File: config.mk
export PLATFORM = sky130hd
export DESIGN_NAME = pp_shift_accumulator
export DESIGN_NICKNAME = d
export VERILOG_FILES = /design/src/rtl/pp_acc_pkg.sv /design/src/rtl/pp_sat_add.sv /design/src/rtl/pp_shift_accumulator.sv
export SDC_FILE = /design/constraint.sdc
export NUM_CORES = 1
export LEC_CHECK = 0
export CORE_ASPECT_RATIO = 0.7
export CORE_MARGIN = 8
export CORE_UTILIZATION = 30
export DETAILED_ROUTE_END_ITERATION = 10
export GPL_ROUTABILITY_DRIVEN = 0
export PLACE_DENSITY = 0.48
export SKIP_LAST_GASP = 1
export SLEW_MARGIN = 15
export SYNTH_ARGS = -nofsm -noshare
export SYNTH_HDL_FRONTEND = slang
export SYNTH_SLANG_ARGS = --single-unit
File: constraint.sdc
create_clock -name clk -period 7.4 [get_ports clk]
set_input_delay 1.48 -clock clk [delete_from_list [all_inputs] [get_ports clk]]
set_output_delay 1.48 -clock clk [all_outputs]
set_load 0.005 [all_outputs]
File: src/rtl/pp_acc_pkg.sv
// Shared types and helpers for the partial-product shift accumulator.
// Optional saturation is selected with the PP_ACC_SATURATE_EN macro.
package pp_acc_pkg;

  typedef enum logic [1:0] {
    IDLE  = 2'd0,
    ACCUM = 2'd1,
    DONE  = 2'd2
  } pp_state_e;

  // Counter width: clog2(n), but never narrower than one bit.
  function automatic int pp_cnt_width(input int n);
    return (n <= 2) ? 1 : $clog2(n);
  endfunction

endpackage

File: src/rtl/pp_sat_add.sv
// W-bit signed adder with signed-overflow detect.
// With PP_ACC_SATURATE_EN defined the sum clamps to the signed limits on overflow.
module pp_sat_add #(
  parameter int W = 32
) (
  input  logic [W-1:0] a_i,
  input  logic [W-1:0] b_i,
  output logic [W-1:0] sum_o,
  output logic         ovf_o
);

  logic [W-1:0] raw_sum;

  assign raw_sum = a_i + b_i;
  assign ovf_o   = (a_i[W-1] == b_i[W-1]) && (raw_sum[W-1] != a_i[W-1]);

`ifdef PP_ACC_SATURATE_EN
  // Both addends share a sign on overflow, so a_i's sign picks the limit.
  assign sum_o = !ovf_o    ? raw_sum :
                 a_i[W-1]  ? {1'b1, {(W-1){1'b0}}} :
                             {1'b0, {(W-1){1'b1}}};
`else
  assign sum_o = raw_sum;
`endif

endmodule

File: src/rtl/pp_shift_accumulator.sv
// Accumulates NUM_PP signed partial products, optionally shifting term i left by i.
// Saturating accumulation is enabled by defining PP_ACC_SATURATE_EN.
//
// Handshake: a term transfers on the rising clk edge where partial_product_valid
// and partial_product_ready are both high; ready is high only in ACCUM, and a
// start in the same cycle takes precedence and drops the offered term.
module pp_shift_accumulator
  import pp_acc_pkg::*;
#(
  parameter int DATA_WIDTH = 16,
  parameter int ACC_WIDTH  = 2 * DATA_WIDTH,
  parameter int NUM_PP     = 16
) (
  input  logic                  clk,
  input  logic                  reset,
  input  logic                  start,
  input  logic                  mode_shift,
  input  logic [DATA_WIDTH-1:0] partial_product,
  input  logic                  partial_product_valid,
  output logic                  partial_product_ready,
  output logic [ACC_WIDTH-1:0]  result,
  output logic                  result_ready,
  output logic                  overflow,
  output pp_state_e             state_dbg
);

  localparam int CW = pp_cnt_width(NUM_PP);

  generate
    if (ACC_WIDTH < DATA_WIDTH) begin : g_bad_acc
      $error("ACC_WIDTH must be >= DATA_WIDTH");
    end
    if (NUM_PP < 1) begin : g_bad_num
      $error("NUM_PP must be >= 1");
    end
  endgenerate

  pp_state_e             state_q;
  logic [ACC_WIDTH-1:0]  acc_q;
  logic [CW-1:0]         count_q;
  logic                  mode_q;
  logic                  ready_q;
  logic                  done_q;
  logic                  ovf_q;

  logic signed [ACC_WIDTH-1:0] term_ext;
  logic signed [ACC_WIDTH-1:0] term;
  logic [ACC_WIDTH-1:0]        sum_d;
  logic                        add_ovf;
  logic                        last_term;

  assign term_ext  = ACC_WIDTH'(signed'(partial_product));
  // Bits pushed past the MSB are simply lost; they are not an overflow.
  assign term      = mode_q ? (term_ext << count_q) : term_ext;
  assign last_term = (count_q == CW'(NUM_PP - 1));

  pp_sat_add #(.W(ACC_WIDTH)) u_add (
    .a_i   (acc_q),
    .b_i   (term),
    .sum_o (sum_d),
    .ovf_o (add_ovf)
  );

  always_ff @(posedge clk) begin
    if (reset) begin
      state_q <= IDLE;
      acc_q   <= '0;
      count_q <= '0;
      mode_q  <= 1'b0;
      ready_q <= 1'b0;
      done_q  <= 1'b0;
      ovf_q   <= 1'b0;
    end else if (start) begin
      state_q <= ACCUM;
      acc_q   <= '0;
      count_q <= '0;
      mode_q  <= mode_shift;
      ready_q <= 1'b1;
      done_q  <= 1'b0;
      ovf_q   <= 1'b0;
    end else begin
      case (state_q)
        ACCUM: begin
          if (partial_product_valid) begin
            acc_q   <= sum_d;
            count_q <= count_q + CW'(1);
            ovf_q   <= ovf_q | add_ovf;
            if (last_term) begin
              state_q <= DONE;
              ready_q <= 1'b0;
              done_q  <= 1'b1;
            end
          end
        end
        default: ;
      endcase
    end
  end

  assign partial_product_ready = ready_q;
  assign result                = acc_q;
  assign result_ready          = done_q;
  assign overflow              = ovf_q;
  assign state_dbg             = state_q;

endmodule

==> impl_metrics.tcl <==
set metrics [dict create \
    post_cts_buffers 0 \
    n_antenna_cell 0 \
    finalHoldViolations 0 \
    synthesis.instances 607 \
    slew_headroom_pct 35.0 \
    critPathMaxStageDelay_ns 0.55 \
    status "completed" \
    die_x_um 159 \
    yosys.area.top_type "dfxtp_1" \
    drt.antenna.violating_nets 0 \
    path_cells "clkdlybuf4s50_1 > mux2_2 > o21ai_0 > nor2_1 > nor2_1 > nor2_1 > a21oi_1 > a21oi_1 > ha_1 > nand4_1 > nor3_1 > o211ai_2 > a31oi_4 > o221ai_2 > xor2_1 > or3_1 > a21oi_1" \
    critPathTopFamily "compound AO/OA/AOI/OAI gates" \
    crit_buf_inv 1 \
    tns_ns 0 \
    area_delta_synth_final_pct 19.1 \
    final_util_pct 36.5 \
    vias 4591 \
    placementRows 36 \
    tritoncts "done" \
    fin_nets 687 \
    fin_area_mm2 0.00508 \
    yosysWarnings 0 \
    ys_seq_elements 40 \
    core_area_mm2 0.0139 \
    crit_end "result[31]" \
    overflow 0 \
    p_per_area_mw_per_mm2 122 \
    hold_class "register to register" \
    dp_hpwl_um 11000 \
    arrival_ns 5.68 \
    worstSetupStartpointType "input pin" \
    io_pins 58 \
    wirelength_um 14600 \
    finalSetupViolCount 0 \
    cts_made_buffers 5 \
    end_kind "register" \
    rsz0062_at_grt "no" \
    drt-pass1-iter-count 5 \
    path_class "input pin to register" \
    cts_resized 0 \
    fmax_mhz 183 \
    grtUsageTotal_pct 15.9 \
    initial_core_util_pct 30.7 \
    fin_crit_sh_pct 73.8 \
    r2r-end "result[31]" \
    floorplan.die_area_mm2 0.0184 \
    async_reset_ff_share_pct 0 \
    clk_latency_ns 0.29 \
    fill_cells 1463 \
    crit_cells 17 \
    synthesis.area_mm2 0.00427 \
    critPathSlowestCell "clkdlybuf4s50_1" \
    synth_edf_count 0 \
    htreeDepth 2 \
    maxCapViolCount 0 \
    reg2reg_from "count_q[2]" \
    clock-sinks 40 \
    synth_cell_types 64 \
    antenna_found_initial 0 \
    cp_data_required_time_ns 7.62 \
    slew_viol_final 0 \
    drt_iter0_drc 389 \
    grt_pass1_wl_um 23200 \
    tightest_slew_ns 0.974 \
    routedWlPerCell_um 17.8 \
    clk_pin_slew_ns 0.06 \
    syn_avg_cell_area_um2 7.03 \
    viasPerCell 5.58 \
    final_common_cell "nand2_1" \
    reg2reg_slack_ns 2.57 \
    ctsHoldBuffers 0 \
    finClkSkew_ns 0.00507 \
    die_h_um 116 \
    synthesis.nets 661 \
    root_buffer "clkbuf_16" \
    yosysSeqAreaShare_pct 18.8 \
    ys.flop_type "dfxtp_1" \
    critPathLaunch "partial_product[14]" \
    grt_pass1_vias 4260 \
    placed_area_mm2 0.00495 \
    p_leak_nw 1.86 \
    layout.cells.most_common_list "nand2_1 (83), a21oi_1 (82), clkdlybuf4s50_1 (57)" \
    ir_drop_mv 0.0717 \
    drc 0 \
    synth_top_area_share_pct 18.8 \
    final_layout_size_suffix_gt1_share_pct 6.16 \
    synthTopCellsByArea "dfxtp_1 (19%), a21oi_1 (9.6%), ha_1 (9.4%)" \
    grt_max_degree 49 \
    portBuffers 57 \
    cts_max_path_buffers 2 \
    reg2reg_depth 14 \
    fin_crit_ns 5.46 \
    path_max_fanout 7 \
]
## layout make-up
cell class / instances / area (µm²) / area share (%)
multi-input combinational: 506 / 3230 / 63.5
sequential: 40 / 801 / 15.8
tap: 190 / 238 / 4.68
inverter: 16 / 60.1 / 1.18
timing repair buffer: 64 / 623 / 12.3
clock buffer: 6 / 129 / 2.54
clock inverter: 1 / 5.00 / 0.0985
## per-stage QoR
stage / hold WS (ns) / worst slack, ns / power, mW / std cells
floorplan: 0.460 / 3.03 / 0.344 / 607
global placement: 0.449 / 1.69 / 0.404 / 816
detailed placement: 0.456 / 1.75 / 0.404 / 816
CTS: 0.470 / 2.05 / 0.626 / 823
global route: 0.504 / 1.62 / 0.654 / 823
finish: 0.466 / 1.94 / 0.620 / 823
## state kept, by name (all words and copies together), names as in the netlist
name,flops
state_dbg,1
result,32
overflow,1
result_ready,1
mode_q,1
count_q,4
## cells in the mapped netlist (all sizes together) (5+ instances only)
master,count
nand2,85
inv,15
and2,6
nand4,14
or3,7
nand3,23
o21a,6
nor4,5
mux2,10
o21ai,40
o2bb2ai,5
xnor2,8
dfxtp,40
ha,32
nor2,45
clkbuf,33
a21oi,82
a21o,9
o211ai,6
nor3,12
xor2,11
a31oi,13
mux2i,18
buf,12
nor2b,9
## kinds of logic (layout without fill, tap and decap cells)
| group | count (synthesis) | after routing | share of synthesized area, % |
|---|---|---|---|
| mux | 29 | 29 | 7.39 |
| compound gates | 198 | 198 | 29.0 |
| fa+ha+maj | 33 | 33 | 9.85 |
| flops | 40 | 40 | 18.8 |
| simple gates | 227 | 227 | 25.4 |
| xor+xnor | 19 | 19 | 3.90 |
| buf+inv | 61 | 87 | 5.75 |
## power breakdown
part	total [mW]	switching, mW	leakage (nW)	internal [mW]
clock network	0.219	0.0956	0.0667	0.123
registers	0.224	0.00454	0.324	0.220
logic	0.177	0.108	1.47	0.0689
## tightest hold or removal path, stage by stage, from the launching register on
cell	delay [ns]
dfxtp_1	0.32
a21oi_1	0.04
nor2_1	0.07
## per-layer routing
metal / part of all wire (%) / GRT usage (%) / up-vias / wire (µm)
met1: 55 / 24.0 / 2161 / 7980
met4: 1.0 / 2.63 / 0 / 153
met3: 5.1 / 3.02 / 17 / 743
met5: 0 / 0 / - / 0
met2: 39 / 22.8 / 137 / 5750
li1: - / - / 2276 / -
## worst min path at each step
stage | from | end | slack [ns] | cells after the start
final | overflow | overflow | 0.47 | 2
after global routing | result[4] | result[4] | 0.50 | 2
after CTS | overflow | overflow | 0.47 | 2
after detailed placement | overflow | overflow | 0.46 | 2
after global placement | overflow | overflow | 0.45 | 2
after floorplan | overflow | overflow | 0.46 | 2
Power figures use the tool's default switching activity.
